$ cat config.mk
export PLATFORM = sky130hd
export DESIGN_NAME = lpe_result_sequencer
export DESIGN_NICKNAME = d
export VERILOG_FILES = /design/src/rtl/lpe_result_sequencer.sv
export SDC_FILE = /design/constraint.sdc
export NUM_CORES = 1
export LEC_CHECK = 0
export CELL_PAD_IN_SITES_DETAIL_PLACEMENT = 1
export CELL_PAD_IN_SITES_GLOBAL_PLACEMENT = 2
export CORE_AREA = 8 8 106 108
export DETAILED_ROUTE_END_ITERATION = 7
export DIE_AREA = 0 0 114 116
export GPL_ROUTABILITY_DRIVEN = 0
export PLACE_DENSITY = 0.8
export SYNTH_ARGS = -nofsm -noshare
export SYNTH_HDL_FRONTEND = slang
export SYNTH_SLANG_ARGS = --single-unit
$ cat constraint.sdc
create_clock -name clk -period 2.84 [get_ports clk]
set_input_delay 0.568 -clock clk [delete_from_list [all_inputs] [get_ports clk]]
set_output_delay 0.568 -clock clk [all_outputs]
set_load 0.005 [all_outputs]
$ cat src/rtl/lpe_result_sequencer.sv
`default_nettype none
// ============================================================================
//  Module   : lpe_result_sequencer
//  Purpose  : Column-level result scheduler for a column of PE_NUMBER_J linear
//             processing elements. Grants one shared AXI-Stream result port to
//             the PEs in strict position order (0..PE_NUMBER_J-1), one result
//             per PE per batch. Each result is tagged with its source index
//             plus a user flag, and the final result of a batch carries tlast.
//             A watchdog parks the sequencer in an error state when the
//             granted PE starves the output for TIMEOUT cycles.
//  Revision : 1.0  initial release
// ----------------------------------------------------------------------------
//  Ports
//    clk            : clock
//    rstn           : synchronous active-low reset
//    enable         : permits starting a new batch (sampled at batch edges)
//    clear_err      : leaves the error state
//    s_axis_tdata   : per-PE results, PE i in slice i
//    s_axis_tvalid  : per-PE valid
//    s_axis_tready  : per-PE ready, one-hot or zero
//    m_axis_tdata   : result word
//    m_axis_tvalid  : result valid
//    m_axis_tready  : downstream ready
//    m_axis_tlast   : last result of the batch
//    m_axis_tuser   : RSLT_USER_MASK | source index
//    m_axis_tdest   : constant OUTPUT_DEST
//    busy           : batch in progress (or parked in error)
//    err_timeout    : sticky watchdog error
// ============================================================================
module lpe_result_sequencer #(
  parameter int                    PE_NUMBER_J    = 4,
  parameter int                    DATA_WIDTH     = 16,
  parameter int                    USER_WIDTH     = 8,
  parameter logic [USER_WIDTH-1:0] RSLT_USER_MASK = {1'b1, {(USER_WIDTH-1){1'b0}}},
  parameter int                    DEST_WIDTH     = 8,
  parameter logic [DEST_WIDTH-1:0] OUTPUT_DEST    = DEST_WIDTH'(1),
  parameter int                    TIMEOUT        = 255
) (
  input  logic                              clk,
  input  logic                              rstn,
  input  logic                              enable,
  input  logic                              clear_err,
  input  logic [PE_NUMBER_J*DATA_WIDTH-1:0] s_axis_tdata,
  input  logic [PE_NUMBER_J-1:0]            s_axis_tvalid,
  output logic [PE_NUMBER_J-1:0]            s_axis_tready,
  output logic [DATA_WIDTH-1:0]             m_axis_tdata,
  output logic                              m_axis_tvalid,
  input  logic                              m_axis_tready,
  output logic                              m_axis_tlast,
  output logic [USER_WIDTH-1:0]             m_axis_tuser,
  output logic [DEST_WIDTH-1:0]             m_axis_tdest,
  output logic                              busy,
  output logic                              err_timeout
);

  // --------------------------------------------------------------------------
  // Derived constants
  // --------------------------------------------------------------------------
  localparam int c_idx_w = $clog2(PE_NUMBER_J);
  // The timer never needs to hold more than TIMEOUT-1.
  localparam int c_tmr_w = (TIMEOUT > 1) ? $clog2(TIMEOUT) : 1;

  localparam logic [c_idx_w-1:0] c_last_idx = c_idx_w'(PE_NUMBER_J - 1);
  localparam logic [c_tmr_w-1:0] c_tmr_last = c_tmr_w'(TIMEOUT - 1);

  // --------------------------------------------------------------------------
  // State encoding
  // --------------------------------------------------------------------------
  typedef enum logic [1:0] {
    ST_IDLE  = 2'd0,
    ST_GRANT = 2'd1,
    ST_ERR   = 2'd2
  } state_t;

  state_t                  state_q, state_d;
  logic [c_idx_w-1:0]      idx_q, idx_d;
  logic [c_tmr_w-1:0]      timer_q, timer_d;
  logic                    err_q, err_d;

  // Single-stage output register
  logic                    out_valid_q, out_valid_d;
  logic [DATA_WIDTH-1:0]   out_data_q, out_data_d;
  logic [USER_WIDTH-1:0]   out_user_q, out_user_d;
  logic                    out_last_q, out_last_d;

  // --------------------------------------------------------------------------
  // Per-PE data slices
  // --------------------------------------------------------------------------
  logic [DATA_WIDTH-1:0]   w_pe_data [PE_NUMBER_J];

  for (genvar gi = 0; gi < PE_NUMBER_J; gi++) begin : g_slice
    assign w_pe_data[gi] = s_axis_tdata[gi*DATA_WIDTH +: DATA_WIDTH];
  end

  // --------------------------------------------------------------------------
  // Handshake qualifiers
  // --------------------------------------------------------------------------
  logic                    w_free;     // output register can accept a word
  logic                    w_gvalid;   // granted PE presents a result
  logic                    w_hs;       // granted PE handshake this cycle
  logic                    w_age;      // cycle counts against the watchdog
  logic                    w_expire;   // watchdog fires this cycle
  logic [PE_NUMBER_J-1:0]  w_tready;

  assign w_free   = !out_valid_q || m_axis_tready;
  assign w_gvalid = s_axis_tvalid[idx_q];
  assign w_hs     = (state_q == ST_GRANT) && w_free && w_gvalid;
  // Only a starving PE ages the timer; a stalled downstream does not.
  assign w_age    = (state_q == ST_GRANT) && w_free && !w_gvalid;
  // w_age excludes a handshake, so a result arriving on the expiry cycle wins.
  assign w_expire = w_age && (TIMEOUT != 0) && (timer_q == c_tmr_last);

  always_comb begin
    w_tready = '0;
    if (state_q == ST_GRANT) begin
      w_tready[idx_q] = w_free;
    end
  end

  // --------------------------------------------------------------------------
  // Next-state and output-register logic
  // --------------------------------------------------------------------------
  always_comb begin
    state_d     = state_q;
    idx_d       = idx_q;
    timer_d     = timer_q;
    err_d       = err_q;

    // The pending word drains in every state, including ERR.
    out_valid_d = out_valid_q && !m_axis_tready;
    out_data_d  = out_data_q;
    out_user_d  = out_user_q;
    out_last_d  = out_last_q;

    if (w_hs) begin
      out_valid_d = 1'b1;
      out_data_d  = w_pe_data[idx_q];
      out_user_d  = RSLT_USER_MASK | {{(USER_WIDTH-c_idx_w){1'b0}}, idx_q};
      out_last_d  = (idx_q == c_last_idx);
    end

    case (state_q)
      ST_IDLE: begin
        if (enable) begin
          state_d = ST_GRANT;
          idx_d   = '0;
          timer_d = '0;
        end
      end

      ST_GRANT: begin
        if (w_hs) begin
          timer_d = '0;
          if (idx_q == c_last_idx) begin
            idx_d = '0;
            // Batch boundary: the only point where enable is looked at.
            if (!enable) begin
              state_d = ST_IDLE;
            end
          end else begin
            idx_d = idx_q + 1'b1;
          end
        end else if (w_expire) begin
          state_d = ST_ERR;
          err_d   = 1'b1;
        end else if (w_age && (timer_q != '1)) begin
          // Saturating so a disabled watchdog (TIMEOUT=0) cannot wrap.
          timer_d = timer_q + 1'b1;
        end
      end

      ST_ERR: begin
        if (clear_err) begin
          state_d = ST_IDLE;
          idx_d   = '0;
          timer_d = '0;
          err_d   = 1'b0;
        end
      end

      default: begin
        state_d = ST_IDLE;
      end
    endcase
  end

  // --------------------------------------------------------------------------
  // Registers
  // --------------------------------------------------------------------------
  always_ff @(posedge clk) begin
    if (!rstn) begin
      state_q     <= ST_IDLE;
      idx_q       <= '0;
      timer_q     <= '0;
      err_q       <= 1'b0;
      out_valid_q <= 1'b0;
      out_data_q  <= '0;
      out_user_q  <= '0;
      out_last_q  <= 1'b0;
    end else begin
      state_q     <= state_d;
      idx_q       <= idx_d;
      timer_q     <= timer_d;
      err_q       <= err_d;
      out_valid_q <= out_valid_d;
      out_data_q  <= out_data_d;
      out_user_q  <= out_user_d;
      out_last_q  <= out_last_d;
    end
  end

  // --------------------------------------------------------------------------
  // Outputs
  // --------------------------------------------------------------------------
  assign s_axis_tready = w_tready;
  assign m_axis_tdata  = out_data_q;
  assign m_axis_tvalid = out_valid_q;
  assign m_axis_tlast  = out_last_q;
  assign m_axis_tuser  = out_user_q;
  assign m_axis_tdest  = OUTPUT_DEST;
  assign busy          = (state_q == ST_GRANT) || (state_q == ST_ERR);
  assign err_timeout   = err_q;

endmodule
`default_nettype wire

# Yosys cells after proc, flatten, opt, wreduce, memory -nomap -nowiden
# Index checks and enable logic that the tools add are counted.
# word_totals
out_inout_bits	40
in_bits	73
ff_bits	34
wordCells	79
# op_classes
bitwise_logic	2
reduce_logical	19
muxes	30
n_eq_ne	15
magnitude_cmp	3
add_sub_neg	2
# op_table
cell	n
2-to-1 mux 8 bit	5
binary-select mux 16 bit (select 2 bit)	1
2-to-1 mux 16 bit	2
case mux 8 bit (3 select lines)	1
2-to-1 mux 2 bit	9
case mux 2 bit (3 select lines)	2
!= test 2 bit, second input constant	5
AND reduction 5 bit	2
!= test 3 bit, second input constant	3
adder 8 x 1 -> 8 bit, second input constant	1
== test 8 bit, second input constant	1
!= test 8 bit, second input constant	1
AND reduction 4 bit	2
logical AND 1 bit	7
2-to-1 mux 1 bit	6
!= test 3 x 2 -> 1 bit, second input constant	2
AND 4 bit	1
== test 2 bit, second input constant	2
2-to-1 mux 4 bit	1
>= comparator 3 bit, second input constant	1
logical NOT 1 bit	3
< comparator 2 x 3 -> 1 bit, second input constant	1
NOT 2 -> 3 bit	1
nonzero test 3 bit	1
9 further kinds	10

# Depth between registers and ports, before layout
# logic_depth
depth_word	9
ltp_mapped	8
depth_no_buf	7

# Least setup slack after synthesis
# Ideal clock, no wire load.
# synth_timing
kind	input to register
start	in s_axis_tvalid[3]
end	reg timer_q[7]
setup_ps	70
cell_stages	4
t_arrival_ps	2000
required_time_ps	2770
setup_slack_ps	769
path_buffers	0
path_cell_list	mux4_2 a21o_1 or4_1 a21oi_1
# synth_between
elab_chain_len	7
elab_cells_between_ends	12
cone_classes	eq/ne: 2; mux: 4; reduce/logical: 6
# synth_lines
element	line	text
from (decl)	44	input logic [PE_NUMBER_J-1:0] s_axis_tvalid,
binary-select mux 1 bit (select 2 bit) (*)	106	assign w_gvalid = s_axis_tvalid[idx_q];
2-to-1 mux 1 bit (not written as such) (*)	106	
logical NOT 1 bit	109	assign w_age = (state_q == ST_GRANT) && w_free && !w_gvalid;
logical AND 1 bit	109	
logical AND 1 bit, on equally long branches	166, 111	
!= test 3 x 2 -> 1 bit (no line) / != test 3 bit (equally long branches)	--	
AND reduction 5 bit (no line)	--	
to (signal assigned)	203	timer_q <= timer_d;
to (decl)	77	logic [c_tmr_w-1:0] timer_q, timer_d;
# Every way passes the cells marked *; elsewhere a longest branch is shown, timed or not. The select of a mux whose other input is x is not followed.
# A chain may end at the register's enable or synchronous reset.

# Worst setup path in the final report
# layout_timing
start	reg state_q[1]
end	out s_axis_tready[2]
# layout_between
elab_chain_len	2
# layout_lines
element	line	text
from (decl)	75	state_t state_q, state_d;
from (signal assigned)	201	state_q <= state_d;
== test 2 x 1 -> 1 bit	115	if (state_q == ST_GRANT) begin
2-to-1 mux 4 bit	115	
to (decl)	45	output logic [PE_NUMBER_J-1:0] s_axis_tready,
# Every way passes these cells.

==> impl_results.md <==
* Slew Limit Fails at 0
* Tcrit/Tclk final at 88.7%
* Flop2flop setup slack at 740 ps
* Nets at between 400 and 500
* Vias at ~2100
* Drt first pass iters at 4
* Critical path startpoint: state_q[1]
* Die width at between 100 and 150 um
* Highest Clock Rate at just under 400 MHz
* CTS Hold Bufs at 0
* # rows at 36
* Total CTS buffers at 5
* CP top delay family: buffers and inverters
* Top post-synthesis cells by area: dfxtp_1 (32%), mux4_2 (18%), a21oi_1 (7.8%)
* Ys async rst share at 0%
* Worst Setup End Kind: primary output
* Total track usage at 10.5%
* CTS tree: done
* Maxcap violations at 0
* Post-Place Worst Slack at between 200 and 250 ps
* WL final at between 7000 and 8000 um
* Residual DRC at 0
* Die height at 116 um
* Mux share of post-synthesis cell area at 19.0%
* Antenna violations before repair at 0
* Critical Path RT at ~2300 ps
* Mapped Avg Cell Area at 8.99 um^2
* Post-synthesis adder-cell area fraction at between 5 and 6%
* Worst R2R End: idx_q[0]
* Seq/Total Area, Yosys at about a third
* Setup TNS at 0 ps
* Post-DR vias/cell at around 4.5
* Pwr dens at between 400 and 500 mW/mm^2
* Post-synthesis xor/xnor area fraction at 0%
* CP max stage delay at 520 ps
* Post-synth EDFFs at 0
* Drt wl/cell at between 15 and 20 um
* Crit Reg-Reg Startpoint: state_q[1]
* VDD IR max at approximately 0.30 mV
* Max-slew headroom at a little under half
* Clock-pin slew on the worst setup and hold paths at around 80 ps
* CORE AREA at around 0.0095 mm^2
* Hold Path Class: reg -> reg
* Combinational family with the most area after synthesis: simple AND/OR/NAND/NOR gates
* Fin crit period at 2520 ps
* # IOs at ~110
* H-tree depth at 2
* Antenna fix cells at 0
* Worst slew pin tran at approximately 820 ps
* Startpoint types: flop
* RSZ-0062 raised after global routing: false
* Critical path buffers and inverters at 2
* Die Area at roughly 0.013 mm^2
* Fillers at ~1100
* Storage cell area at between 600 and 700 um^2
* Compound-Gate Fraction of Synth Area at between 10% and 20%
* Top-count cell post-synth: nand2_1
* Worst path depth at 4
* Final Setup Violations at 0
* Synth Instances at between 200 and 250
* Clk sinks at 34
* Final Skew at roughly 12 ps
* Yosys reg bits at 34
* Worst R2R Path Depth at 5
* Synth Warn # at 0
* Post-synth top area share at 32.1%
* Simple-gate portion of the synthesized area at just under 20%
* Layout cells sized above 1 at about 11%
* Setup CP Type: reg -> out
* P&R area growth vs syn at 57.9%
* Slowest CP cell: clkdlybuf4s50_1
* Lkg Pwr at ~1.2 nW
* Post-DP HPWL at about 5900 um
* DRT iter0 DRCs at 75
* ANT nets after route at 0
* Synth Cell Area at 0.00212 mm^2
* Worst path cell trace: inv_1 > ha_1 > and3_1 > clkdlybuf4s50_1
* Post-CTS Resized at 0
* Number of port buffers at 99
* Post-synth cell types at 35
* Max Root-Sink Buffers at 2
* Initial Util at between 20 and 25%
* Tot Pwr at 1.55 mW
* Status: complete, no violations
* Setup slack after layout at 321 ps
* Post-CTS Setup Inserts at 0
* Peak fanout along the critical path at 15
* Post-synth top flop: dfxtp_1
* Largest net degree at the start of global routing at 28
* Worst Setup EP: s_axis_tready[2]
* Vias in the first global route at approximately 2200
* Clock Latency Late Sink at a little under 300 ps
* Area leader, netlist: dfxtp_1
* Post-synth top cells: nand2_1 (43), dfxtp_1 (34), a21oi_1 (33)
* Total global routing overflow at 0
* First-pass GRT wire length at ~11000 um
* WP data arrival at between 1500 and 2000 ps
* Area of the multi-input gates at approximately 0.0013 mm^2
* Root buf cell: clkbuf_8
* Final hold vios at 0
tightest hold or removal path, stage by stage (launching register included):
cell     delay [ps]
dfxtp_1         310
nand2_1          50
a21oi_1          50
logic make-up after synthesis:
kind of cell,Yosys count
buffers and inverters,38
muxes,19
DFF,34
AOI/OAI and AO/OA,50
and+or+nand+nor,83
adders and majority gates,10
other,2
layout make-up:
cell class	instances	share of cell area (%)
tap	133	4.97
sequential	34	20.3
clock buffer	5	2.05
inverter	10	1.12
multi-input combinational	175	38.5
timing repair buffer	107	31.7
clock inverter	3	1.34
cells in the final DEF (no fill, tap or decap), drive strengths merged, types with 8 or more instances in the layout:
cell           count
ha                10
mux4              17
o31ai              9
a21oi             33
inv                9
clkdlybuf4s50     99
conb              13
nand2             43
buf                8
dfxtp             34
power breakdown:
part           internal, mW  leakage, nW  switching [mW]
logic                 0.288        0.830           0.256
clock network         0.261       0.0504           0.196
registers             0.521        0.276          0.0279
total                  1.07         1.16           0.480
how the worst min path moves through the flow:
stage / from / to / slack [ps] / cells past startpoint
5_1_grt: m_axis_tdata[9] / m_axis_tdata[9] / 480 / 2
4_1_cts: m_axis_tdata[9] / m_axis_tdata[9] / 460 / 2
3_3_place_gp: m_axis_tdata[8] / m_axis_tdata[8] / 440 / 2
6_report: m_axis_tuser[0] / m_axis_tuser[0] / 460 / 2
2_1_floorplan: timer_q[5] / timer_q[5] / 450 / 2
3_5_place_dp: m_axis_tuser[1] / m_axis_tuser[1] / 450 / 2
layer usage:
layer | share of wire, % | track usage, %
met1 | 43 | 12.0
met2 | 49 | 17.7
met3 | 6.6 | 4.01
met4 | 1.1 | 3.37
met5 | 0 | 0
registers in the layout (all words and copies together) (netlist names):
register and flops:
m_axis_tdata 16, timer_q 8, m_axis_tuser 3, idx_q 2, state_q 2, err_timeout 1
m_axis_tlast 1, m_axis_tvalid 1
metrics by stage:
| step | hold slack (ps) | area (um^2) | instances | utilization [%] |
|---|---|---|---|---|
| 2_1_floorplan | 448 | 2160 | 247 | - |
| 3_3_place_gp | 442 | 3240 | 459 | 33.9 |
| 3_5_place_dp | 448 | 3240 | 459 | 33.9 |
| 4_1_cts | 458 | 3350 | 467 | 35.1 |
| 5_1_grt | 480 | 3350 | 467 | 35.1 |
| 6_report | 456 | 3350 | 467 | 35.1 |
(Power assumes the default switching activity.)
